**config.mk**
```make
export PLATFORM = sky130hd
export DESIGN_NAME = button_irq_ctrl
export DESIGN_NICKNAME = d
export VERILOG_FILES = /design/src/rtl/btn_irq_pkg.sv /design/src/rtl/btn_hold_counter.sv /design/src/rtl/button_irq_ctrl.sv
export SDC_FILE = /design/constraint.sdc
export NUM_CORES = 1
export LEC_CHECK = 0
export ABC_AREA = 1
export ABC_CLOCK_PERIOD_IN_PS = 2280
export CAP_MARGIN = 20
export CORE_ASPECT_RATIO = 0.75
export CORE_MARGIN = 2
export CORE_UTILIZATION = 40
export DETAILED_ROUTE_END_ITERATION = 8
export HOLD_SLACK_MARGIN = 0.1
export PLACE_DENSITY = 0.58
export SLEW_MARGIN = 20
export SYNTH_ARGS = -nofsm -noshare
export SYNTH_HDL_FRONTEND = slang
export SYNTH_SLANG_ARGS = --single-unit
```
**constraint.sdc**
```tcl
create_clock -name CLK -period 2.28 [get_ports CLK]
set_input_delay 0.228 -clock CLK [delete_from_list [all_inputs] [get_ports CLK]]
set_output_delay 0.228 -clock CLK [all_outputs]
set_load 0.02 [all_outputs]
```
**src/rtl/btn_irq_pkg.sv**
```systemverilog
// Shared constants for the button interrupt controller: button count, register map, PENDING layout.
package btn_irq_pkg;

  localparam int unsigned NUM_BUTTONS = 4;

  localparam logic [1:0] ADDR_STATUS   = 2'd0;
  localparam logic [1:0] ADDR_PENDING  = 2'd1;
  localparam logic [1:0] ADDR_ENABLE   = 2'd2;
  localparam logic [1:0] ADDR_EDGE_SEL = 2'd3;

  localparam int unsigned PEND_PRESS_LSB = 0;
  localparam int unsigned PEND_LONG_LSB  = 4;

endpackage

```
**src/rtl/btn_hold_counter.sv**
```systemverilog
// Per-button hold counter: pulses long_evt once per press after LONG_PRESS_CYCLES high cycles.
module btn_hold_counter #(
  parameter int unsigned LONG_PRESS_CYCLES = 50000000
) (
  input  logic CLK,
  input  logic RST_N,
  input  logic level,
  output logic long_evt
);

  localparam int unsigned CNT_W = $clog2(LONG_PRESS_CYCLES + 1);
  localparam logic [CNT_W-1:0] MaxCnt  = CNT_W'(LONG_PRESS_CYCLES);
  localparam logic [CNT_W-1:0] LastCnt = CNT_W'(LONG_PRESS_CYCLES - 1);

  logic [CNT_W-1:0] cnt_q, cnt_d;
  // Armed only after the level has been seen low, so a press already in
  // progress across a reset never produces a long event.
  logic armed_q, armed_d;

  // Next-state: clear on release, count while held and armed, saturate at the limit.
  always_comb begin
    cnt_d   = cnt_q;
    armed_d = armed_q;
    if (!level) begin
      cnt_d   = '0;
      armed_d = 1'b1;
    end else if (armed_q && (cnt_q != MaxCnt)) begin
      cnt_d = cnt_q + 1'b1;
    end
  end

  // Fires in the cycle whose edge moves the count from LAST to MAX.
  assign long_evt = level & armed_q & (cnt_q == LastCnt);

  // State registers.
  always_ff @(posedge CLK or negedge RST_N) begin
    if (!RST_N) begin
      cnt_q   <= '0;
      armed_q <= 1'b0;
    end else begin
      cnt_q   <= cnt_d;
      armed_q <= armed_d;
    end
  end

endmodule

```
**src/rtl/button_irq_ctrl.sv**
```systemverilog
// Button interrupt controller: edge / long-press detection, pending/enable registers, bus, irq.
module button_irq_ctrl
  import btn_irq_pkg::*;
#(
  parameter int unsigned LONG_PRESS_CYCLES = 50000000
) (
  input  logic        CLK,
  input  logic        RST_N,
  input  logic [3:0]  btn_level,
  input  logic [1:0]  bus_addr,
  input  logic        bus_wr,
  input  logic        bus_rd,
  input  logic [31:0] bus_wdata,
  output logic [31:0] bus_rdata,
  output logic        bus_rvalid,
  output logic        irq
);

  logic [3:0]  btn_q;
  logic [7:0]  pending_q, pending_d;
  logic [7:0]  enable_q, enable_d;
  logic [3:0]  edge_sel_q, edge_sel_d;
  logic        irq_q, irq_d;
  logic [31:0] rdata_q, rdata_d;
  logic        rvalid_q;

  logic [3:0] rise, fall, press_evt, long_evt;
  logic [7:0] set_bits, clr_bits;

  logic unused_wdata;
  assign unused_wdata = ^bus_wdata[31:8];

  for (genvar i = 0; i < NUM_BUTTONS; i++) begin : g_hold
    btn_hold_counter #(
      .LONG_PRESS_CYCLES(LONG_PRESS_CYCLES)
    ) u_hold (
      .CLK     (CLK),
      .RST_N   (RST_N),
      .level   (btn_level[i]),
      .long_evt(long_evt[i])
    );
  end

  assign rise      = btn_level & ~btn_q;
  assign fall      = ~btn_level & btn_q;
  assign press_evt = (edge_sel_q & fall) | (~edge_sel_q & rise);

  // Register next-state: bus writes, pending set/clear (set has priority), irq.
  always_comb begin
    set_bits = '0;
    set_bits[PEND_PRESS_LSB +: 4] = press_evt;
    set_bits[PEND_LONG_LSB +: 4]  = long_evt;

    clr_bits   = '0;
    enable_d   = enable_q;
    edge_sel_d = edge_sel_q;
    if (bus_wr) begin
      case (bus_addr)
        ADDR_PENDING:  clr_bits   = bus_wdata[7:0];
        ADDR_ENABLE:   enable_d   = bus_wdata[7:0];
        ADDR_EDGE_SEL: edge_sel_d = bus_wdata[3:0];
        default:       ;
      endcase
    end

    pending_d = (pending_q & ~clr_bits) | set_bits;
    irq_d     = |(pending_q & enable_q);
  end

  // Read mux: samples pre-write register values.
  always_comb begin
    rdata_d = '0;
    if (bus_rd) begin
      case (bus_addr)
        ADDR_STATUS:   rdata_d[3:0] = btn_q;
        ADDR_PENDING:  rdata_d[7:0] = pending_q;
        ADDR_ENABLE:   rdata_d[7:0] = enable_q;
        ADDR_EDGE_SEL: rdata_d[3:0] = edge_sel_q;
        default:       ;
      endcase
    end
  end

  // State registers.
  always_ff @(posedge CLK or negedge RST_N) begin
    if (!RST_N) begin
      btn_q      <= '0;
      pending_q  <= '0;
      enable_q   <= '0;
      edge_sel_q <= '0;
      irq_q      <= 1'b0;
      rdata_q    <= '0;
      rvalid_q   <= 1'b0;
    end else begin
      btn_q      <= btn_level;
      pending_q  <= pending_d;
      enable_q   <= enable_d;
      edge_sel_q <= edge_sel_d;
      irq_q      <= irq_d;
      rdata_q    <= rdata_d;
      rvalid_q   <= bus_rd;
    end
  end

  assign bus_rdata  = rdata_q;
  assign bus_rvalid = rvalid_q;
  assign irq        = irq_q;

endmodule

```
==> impl_metrics.toml, run 1 <==
[run_status]
status = "completed"

[worst_setup_path]
critPathKind = "reg2reg"
worst_setup_path_start_kind = "register"
cp.required_ps = 2640
endpoint_kind = "register"
worst_ep_arrival_time_ps = 2270
critPathMaxFanout = 21

[sta]
slew_headroom = 0.642
fmax_mhz = 524
grt_setup_unrepaired = "no"
setup_violations = 0
min_period_over_period = 0.837
tns_ps = 0
period_needed_ps = 1910
tightest_slew_ps = 536
hold_viol_final = 0
skew_ps = 10.4
slew_violations = 0

[final_layout]
fin_area_um2 = 10400
area_delta_synth_final_pct = 13.7
nets = 1451
drive_above_1_share = 0.0498
antennaDiodeCount = 0

[die]
die_height_um = 135
rows = 47
fp.coreArea_um2 = 22200
die_area_um2 = 24100
io_pins = 76
die_w_um = 178
start_util = 0.411

[synth]
ys_seq_elements = 142
synth_area_leaders = "dfrtp_1 (39%), nand2_1 (21%), nor2_1 (8.1%)"
synth-edff-count = 0
yosys.cell_types.count = 30
syn_area_um2 = 9130
synth_area_per_cell_um2 = 6.73
postSynthCellCount = 1356
synthArstFlopShare = 1.00
synth_warnings = 0
synthFlopType = "dfrtp_1"
yosys-top-cells-count = "nand2_1 (511), nor2_1 (196), dfrtp_1 (142), inv_1 (113), nand3_1 (102)"
yosysSeqAreaShare = 0.389
synth_top_area_share = 0.389
synth.most_common_cell = "nand2_1"
synth_top_area_cell = "dfrtp_1"

[grt]
antenna_found_initial = 0
grtUsageTotal = 0.205
grt_pass1_wl_um = 39500
grt_pass1_vias = 7684
grt_overflow = 0
grt_max_degree = 51

[clock_tree]
clk_latency_ps = 420
clkTransAtPathRegs_ps = 70
cts.sinks = 142
cts_tree = "yes"
cts_max_level = 4
root_buffer = "clkbuf_16"
clock_path_buffers = 2
numCtsBuffers = 17

[route]
drc = 0
routedWlPerCell_um = 13.7
drt_iter0_drc = 655
routed_via_density = 4.99
ant_nets = 0
firstDrtPassIters = 5
dr_total_vias = 8479
totalWireLength_um = 23200

[flow_run]
drv_cap = 0

[power_and_ir_drop]
total_leakage_power_nw = 4.88
power_density_nw_per_um2 = 598
peakVddDrop_mv = 0.588

[place]
dpl_cell_area_um2 = 9700
io_buffer_count = 27
dp.final_hpwl_um = 16700
gp_congestion = 0.917

[min_path]
hold_path.class = "in2async"
-- report_power, final --
part / switching [mW] / leakage [nW] / total (mW) / internal [mW]
Combinational: 0.267 / 2.66 / 0.409 / 0.143
Sequential: 0.0719 / 1.90 / 2.67 / 2.60
Clock: 1.12 / 0.321 / 3.13 / 2.01
Total: 1.46 / 4.88 / 6.20 / 4.75
-- final timing paths --
check	start	end	slack, ps	depth (start not counted)
setup / recovery	g_hold[2].u_hold.cnt_q[21]	g_hold[2].u_hold.cnt_q[24]	370	8
hold / removal	RST_N	g_hold[3].u_hold.cnt_q[23]	320	2
setup reg to reg	g_hold[2].u_hold.cnt_q[21]	g_hold[2].u_hold.cnt_q[24]	370	8
hold reg to reg	g_hold[0].u_hold.armed_q	g_hold[0].u_hold.armed_q	510	2
max in group asynchronous	RST_N	g_hold[2].u_hold.cnt_q[5]	1330	3
min in group CLK	bus_wdata[7]	enable_q[7]	430	3
-- logic make-up (layout without fill, tap and decap cells) --
logic type,Yosys count,after routing,share of synthesized area
AND/OR/NAND/NOR,894,894,0.407
buffers and inverters,175,202,0.0883
XOR/XNOR,46,46,0.0441
flip-flops,142,142,0.389
other,1,24,0.000411
AO/OA/AOI/OAI,82,82,0.0492
adder cells (fa/ha/maj),16,16,0.0219
-- registers in the layout, summed over array words and instances, names as in the netlist --
register,cells
pending_q,8
irq,1
edge_sel_q,4
bus_rdata,8
g_hold.u_hold.armed_q,4
g_hold.u_hold.cnt_q,104
bus_rvalid,1
btn_q,4
enable_q,8
-- worst max-delay path: stages, from the launching register on --
cell and delay, ps:
dfrtp_1 430, nand2_1 120, nor2_1 190, nand3_1 190, nor2_1 190, nor2_1 100
nor2_4 430, nand2_1 100, nand2_1 80
-- placed cells by master (no fill, tap or decap), types with 2 or more instances in the layout --
| master | instances |
|---|---|
| nor4_1 | 2 |
| inv_2 | 3 |
| o21bai_1 | 11 |
| ha_1 | 16 |
| bufinv_16 | 4 |
| inv_1 | 113 |
| nor3_1 | 8 |
| clkdlybuf4s50_1 | 26 |
| clkbuf_8 | 6 |
| a31oi_1 | 4 |
| xor2_1 | 46 |
| clkbuf_16 | 17 |
| nor2_2 | 4 |
| clkinvlp_4 | 2 |
| nand2_1 | 511 |
| dfrtp_1 | 142 |
| buf_4 | 23 |
| nand3_1 | 102 |
| conb_1 | 24 |
| nor2_4 | 4 |
| o21ai_1 | 12 |
| nor2_1 | 196 |
| clkinv_2 | 2 |
| buf_12 | 2 |
| o21ai_0 | 43 |
| nand3b_1 | 4 |
| a21oi_1 | 10 |
| nand4_1 | 62 |
-- layout make-up --
| class | instances | area, µm² |
|---|---|---|
| fill | 2249 | 11800 |
| multi-input combinational | 1062 | 4870 |
| sequential | 142 | 3550 |
| clock buffer | 23 | 508 |
| timing repair buffer | 53 | 494 |
| inverter | 117 | 439 |
| tap | 294 | 368 |
| clock inverter | 9 | 154 |
-- per-layer routing --
metal  global-route usage  routed length [µm]  share of wire
met1                0.329               12600           0.54
met2                0.286                9510           0.41
met3               0.0298                 986          0.042
met4               0.0483                 158         0.0068
met5                    0                   0              0
-- per-stage QoR --
stage / util / total power [mW] / std cells / hold slack, ps / setup slack, ps
6_report: 0.467 / 6.20 / 1700 / 319 / 372
5_1_grt: 0.467 / 6.46 / 1700 / 352 / 158
4_1_cts: 0.467 / 6.26 / 1700 / 323 / 86.4
3_5_place_dp: 0.436 / 3.13 / 1667 / 199 / 122
3_3_place_gp: 0.436 / 3.12 / 1667 / 198 / 174
2_1_floorplan: - / 2.95 / 1379 / -67.6 / 681
-- timing repair --
item,4_1_cts,5_1_grt
hold buffers,1,0
gates resized for setup,0,2
setup buffers,0,0
hold endpoints to repair,44,0
setup endpoints to repair,0,41
(Power assumes the default switching activity.)
==> run 2, diff against run 1 <==
--- a/config.mk
+++ b/config.mk
@@ -6,7 +6,7 @@
 export NUM_CORES = 1
 export LEC_CHECK = 0
 export ABC_AREA = 1
-export ABC_CLOCK_PERIOD_IN_PS = 2280
+export ABC_CLOCK_PERIOD_IN_PS = 1900
 export CAP_MARGIN = 20
 export CORE_ASPECT_RATIO = 0.75
 export CORE_MARGIN = 2
==> constraint.sdc (replaced) <==
create_clock -name CLK -period 1.9 [get_ports CLK]
set_input_delay 0.19 -clock CLK [delete_from_list [all_inputs] [get_ports CLK]]
set_output_delay 0.19 -clock CLK [all_outputs]
set_load 0.02 [all_outputs]
==> impl_metrics.toml, run 2 (synthesis results as in run 1) <==
[grt]
grt_pass1_vias = 7940
grt_pass1_wl_um = 40400
antenna_found_initial = 0
grt_max_degree = 47
grtUsageTotal = 0.212
grt_overflow = 0

[route]
ant_nets = 0
drt_iter0_drc = 640
drc = 0
dr_total_vias = 8593
routed_via_density = 4.90
firstDrtPassIters = 5
routedWlPerCell_um = 13.9
totalWireLength_um = 24400

[sta]
setup_violations = 0
min_period_over_period = 0.918
slew_violations = 0
period_needed_ps = 1740
setup_slack_ps = 156
skew_ps = 9.78
fmax_mhz = 573
grt_setup_unrepaired = "yes"
hold_viol_final = 0
timing.hold.ws_ps = 274

[final_layout]
largest_register_ffs = 104
area_delta_synth_final_pct = 18.0
antennaDiodeCount = 0
drive_above_1_share = 0.0890
fill_cells = 2267
mostFrequentLayoutCell = "nand2_1"
max_flop_register = "g_hold.u_hold.cnt_q"
nets = 1508
fin_area_um2 = 10800
finalNonFillerCells = 1755
layout_common_cells = "nand2_1 (509), nor2_1 (193), dfrtp_1 (142), inv_1 (113), nand3_1 (102)"

[die]
fp.coreArea_um2 = 22200
io_pins = 76
die_height_um = 135
rows = 47
die_area_um2 = 24100
die_w_um = 178
start_util = 0.411

[place]
dp.final_hpwl_um = 17800
dpl_cell_area_um2 = 10100
dp_slack_ps = -144
gp_congestion = 0.884
io_buffer_count = 27
place_inst = 1716

[run_status]
status = "completed"

[clock_tree]
cts_max_level = 4
numCtsBuffers = 17
cts_tree = "yes"
clock_path_buffers = 2
clk_latency_ps = 430
cts.sinks = 142
clkTransAtPathRegs_ps = 70
root_buffer = "clkbuf_16"

[worst_setup_path]
r2r_start = "g_hold[1].u_hold.cnt_q[21]"
r2r-end = "g_hold[1].u_hold.cnt_q[18]"
r2r_slack_ps = 160
reg2reg_depth = 10
worst_ep_arrival_time_ps = 2120
endpoint_kind = "register"
critPathMaxFanout = 14
critPathKind = "reg2reg"
worst_setup_path_start_kind = "register"
cp.required_ps = 2270

[power_and_ir_drop]
total_power_mw = 7.07
peakVddDrop_mv = 0.661
power_density_nw_per_um2 = 656
total_leakage_power_nw = 5.14

[min_path]
hold_path.class = "in2async"

[flow_run]
drv_cap = 0
-- run 2: cell count changes in the layout (fill, tap and decap cells not counted), moves of 3 or more --
cell and delta:
buf_4 +51, clkbuf_8 -6, inv_6 +3, nor2_1 -3
buf_12 +3, nor2_2 +4
-- run 2: power by group --
part / switching, mW / internal, mW
Combinational: 0.343 / 0.196
Clock: 1.41 / 1.93
Sequential: 0.0748 / 3.12
Total: 1.83 / 5.24
-- run 2: area by class of cell --
class / instances / area, µm² / area share
multi-input cells: 1063 / 4890 / 0.454
flip-flops and latches: 142 / 3550 / 0.330
repair buffers: 109 / 960 / 0.0891
inverters: 117 / 439 / 0.0408
clock buffers: 17 / 425 / 0.0395
well taps: 294 / 368 / 0.0342
clock inverters: 13 / 140 / 0.0130
-- run 2: critical path: stages (launching register included) --
cell	delay, ps
dfrtp_1	420
nand2_1	130
nor2_2	130
nand3_1	180
nor2_2	210
nor2_4	60
buf_4	150
nor2_8	120
buf_12	150
nand2_1	60
nand2_1	70
-- run 2: worst max-delay path by stage --
stage,startpoint,end,slack [ps]
5_1_grt,g_hold[0].u_hold.cnt_q[1],g_hold[0].u_hold.cnt_q[18],-40
2_1_floorplan,g_hold[0].u_hold.cnt_q[0],g_hold[0].u_hold.cnt_q[13],300
6_report,g_hold[1].u_hold.cnt_q[21],g_hold[1].u_hold.cnt_q[18],160
3_3_place_gp,g_hold[3].u_hold.cnt_q[0],g_hold[3].u_hold.cnt_q[25],-120
4_1_cts,g_hold[1].u_hold.cnt_q[0],g_hold[1].u_hold.cnt_q[18],100
3_5_place_dp,g_hold[3].u_hold.cnt_q[0],g_hold[3].u_hold.cnt_q[23],-140
-- run 2: per-layer routing --
layer,track usage,part of all wire
met5,0,0
met4,0.0515,0.011
met3,0.0386,0.036
met2,0.304,0.42
met1,0.326,0.54
-- run 2: through the flow --
stage | util | TNS, ps
2_1_floorplan | - | 0
3_3_place_gp | 0.454 | -2120
3_5_place_dp | 0.454 | -2330
4_1_cts | 0.480 | 0
5_1_grt | 0.485 | -129
6_report | 0.485 | 0
-- run 2: what timing repair did --
| action | 4_1_cts | 5_1_grt |
|---|---|---|
| gates resized for setup | 1 | 8 |
| pin swaps | 0 | 4 |
| cloned | 0 | 1 |
| setup buffers | 0 | 7 |
| setup endpoints to repair | 20 | 81 |
| hold buffers | 1 | 0 |
| hold endpoints to repair | 42 | 0 |
==> run 3, diff against run 2 <==
--- a/config.mk
+++ b/config.mk
@@ -12,6 +12,7 @@
 export CORE_MARGIN = 2
 export CORE_UTILIZATION = 40
 export DETAILED_ROUTE_END_ITERATION = 8
+export GPL_TIMING_DRIVEN = 0
 export HOLD_SLACK_MARGIN = 0.1
 export PLACE_DENSITY = 0.58
 export SLEW_MARGIN = 20
==> impl_metrics.toml, run 3 (synthesis results as in run 1) <==
[die]
die_area_um2 = 24100
start_util = 0.411
fp.coreArea_um2 = 22200
io_pins = 76
die_height_um = 135
die_w_um = 178
rows = 47

[route]
firstDrtPassIters = 5
drt_iter0_drc = 752
drc = 0
ant_nets = 0
routedWlPerCell_um = 14.2
totalWireLength_um = 24800
routed_via_density = 4.97
dr_total_vias = 8676

[power_and_ir_drop]
peakVddDrop_mv = 0.652
total_leakage_power_nw = 5.04
power_density_nw_per_um2 = 689

[final_layout]
fill_cells = 2273
antennaDiodeCount = 0
layout_common_cells = "nand2_1 (510), nor2_1 (190), dfrtp_1 (136), inv_1 (111), nand3_1 (101)"
nets = 1495
max_flop_register = "g_hold.u_hold.cnt_q"
fin_area_um2 = 10700
fin_util = 0.481
drive_above_1_share = 0.0807
area_delta_synth_final_pct = 17.1
largest_register_ffs = 104
mostFrequentLayoutCell = "nand2_1"

[sta]
skew_ps = 11.0
setup_violations = 0
period_needed_ps = 1790
tightest_slew_ps = 643
fmax_mhz = 559
hold_viol_final = 0
slew_headroom = 0.571
min_period_over_period = 0.942
setup_slack_ps = 111
slew_violations = 0
timing.hold.ws_ps = 300
grt_setup_unrepaired = "yes"

[place]
dp_slack_ps = -312
dp.final_hpwl_um = 18100
gp_congestion = 0.900
io_buffer_count = 27
dpl_cell_area_um2 = 9890

[worst_setup_path]
slowest_stage = "dfrtp_2"
cp.required_ps = 2270
critPathMaxStageDelay_ps = 440
crit_top_cell = "nand2_1"
critPathMaxFanout = 5
crit_buf_inv = 3
r2r_slack_ps = 110
critPathTopFamily = "simple AND/OR/NAND/NOR gates"
path_cells = "inv_1 -> ha_1 -> nand2_1 -> inv_1 -> nand2_1 -> nor2_1 -> nand2_1 -> nor2_2 -> nor2_2 -> nor2_4 -> buf_6 -> nand2_1 -> nand2_1"
r2r_start = "g_hold[2].u_hold.cnt_q[1]"
critPathKind = "reg2reg"
worst_setup_path_start_kind = "register"
endpoint_kind = "register"
reg2reg_depth = 13
r2r-end = "g_hold[2].u_hold.cnt_q[7]"
worst_ep_arrival_time_ps = 2160

[clock_tree]
clk_latency_ps = 440
cts_max_level = 4
cts_tree = "yes"
clkTransAtPathRegs_ps = 70
cts.sinks = 142
root_buffer = "clkbuf_16"
clock_path_buffers = 2
numCtsBuffers = 17

[grt]
antenna_found_initial = 0
grt_max_degree = 81
grt_pass1_wl_um = 41200
grt_overflow = 0
grt_pass1_vias = 8030
grtUsageTotal = 0.215

[flow_run]
drv_cap = 0

[run_status]
status = "completed"

[min_path]
hold_path.class = "in2async"
run 3: cell types whose count changed in the layout (fill, tap and decap cells not counted), moves of 4 or more:
cell / change
dfrtp_1: -6
clkbuf_1: +10
clkinvlp_4: +4
dfrtp_2: +6
buf_2: +5
buf_4: -33
run 3: timing repair:
action                                 in CTS  in global routing
gates resized for setup                     7                 29
buffers inserted                            1                 10
setup endpoints to repair                  44                103
hold buffers                                1                  0
cloned                                      0                  2
endpoints found under the hold margin      62                  0
pin swaps                                   1                  4
run 3: area by class of cell:
cell class	count	area [µm²]	area share
plain buffers	55	374	0.0350
clock buffers	18	429	0.0401
clock inverters	14	194	0.0181
inverters	117	439	0.0411
multi-input cells	1062	4880	0.457
flip-flops and latches	142	3560	0.333
well taps	294	368	0.0344
repair buffers	42	443	0.0414
run 3: per-stage QoR:
stage / instances / setup TNS (ps) / total power, mW
global placement: 1700 / -781610 / 3.77
CTS: 1735 / 0 / 7.42
detailed placement: 1701 / -7830 / 3.79
finish: 1744 / 0 / 7.36
global route: 1744 / -596 / 7.62
floorplan: 1379 / 0 / 3.54
run 3: report_power, final:
group          internal [mW]  total [mW]  switching (mW)
Sequential              3.12        3.20          0.0776
Clock                   2.20        3.62            1.42
Combinational          0.205       0.550           0.346
Total                   5.52        7.36            1.84
run 3: worst max-delay path by stage:
stage,endpoint,startpoint,cells after the start
after floorplan,g_hold[0].u_hold.cnt_q[13],g_hold[0].u_hold.cnt_q[0],13
after global placement,g_hold[2].u_hold.cnt_q[23],RST_N,1
after detailed placement,enable_q[0],bus_addr[0],7
after CTS,g_hold[2].u_hold.cnt_q[2],g_hold[2].u_hold.cnt_q[0],12
after global routing,g_hold[2].u_hold.cnt_q[13],g_hold[2].u_hold.cnt_q[1],13
final,g_hold[2].u_hold.cnt_q[7],g_hold[2].u_hold.cnt_q[1],13
run 3: worst register-to-register path, stage by stage (launching register included):
cell     delay, ps
dfrtp_2        440
inv_1           80
ha_1           170
nand2_1         60
inv_1           50
nand2_1         40
nor2_1          80
nand2_1         80
nor2_2         130
nor2_2          90
nor2_4         220
buf_6          170
nand2_1         50
nand2_1         60
run 3: routing by layer:
layer	vias up	wire [µm]	GRT usage
li1	4423	-	-
met1	4039	13000	0.329
met2	193	10400	0.315
met3	21	1150	0.0372
met4	0	301	0.0510
met5	-	0	0
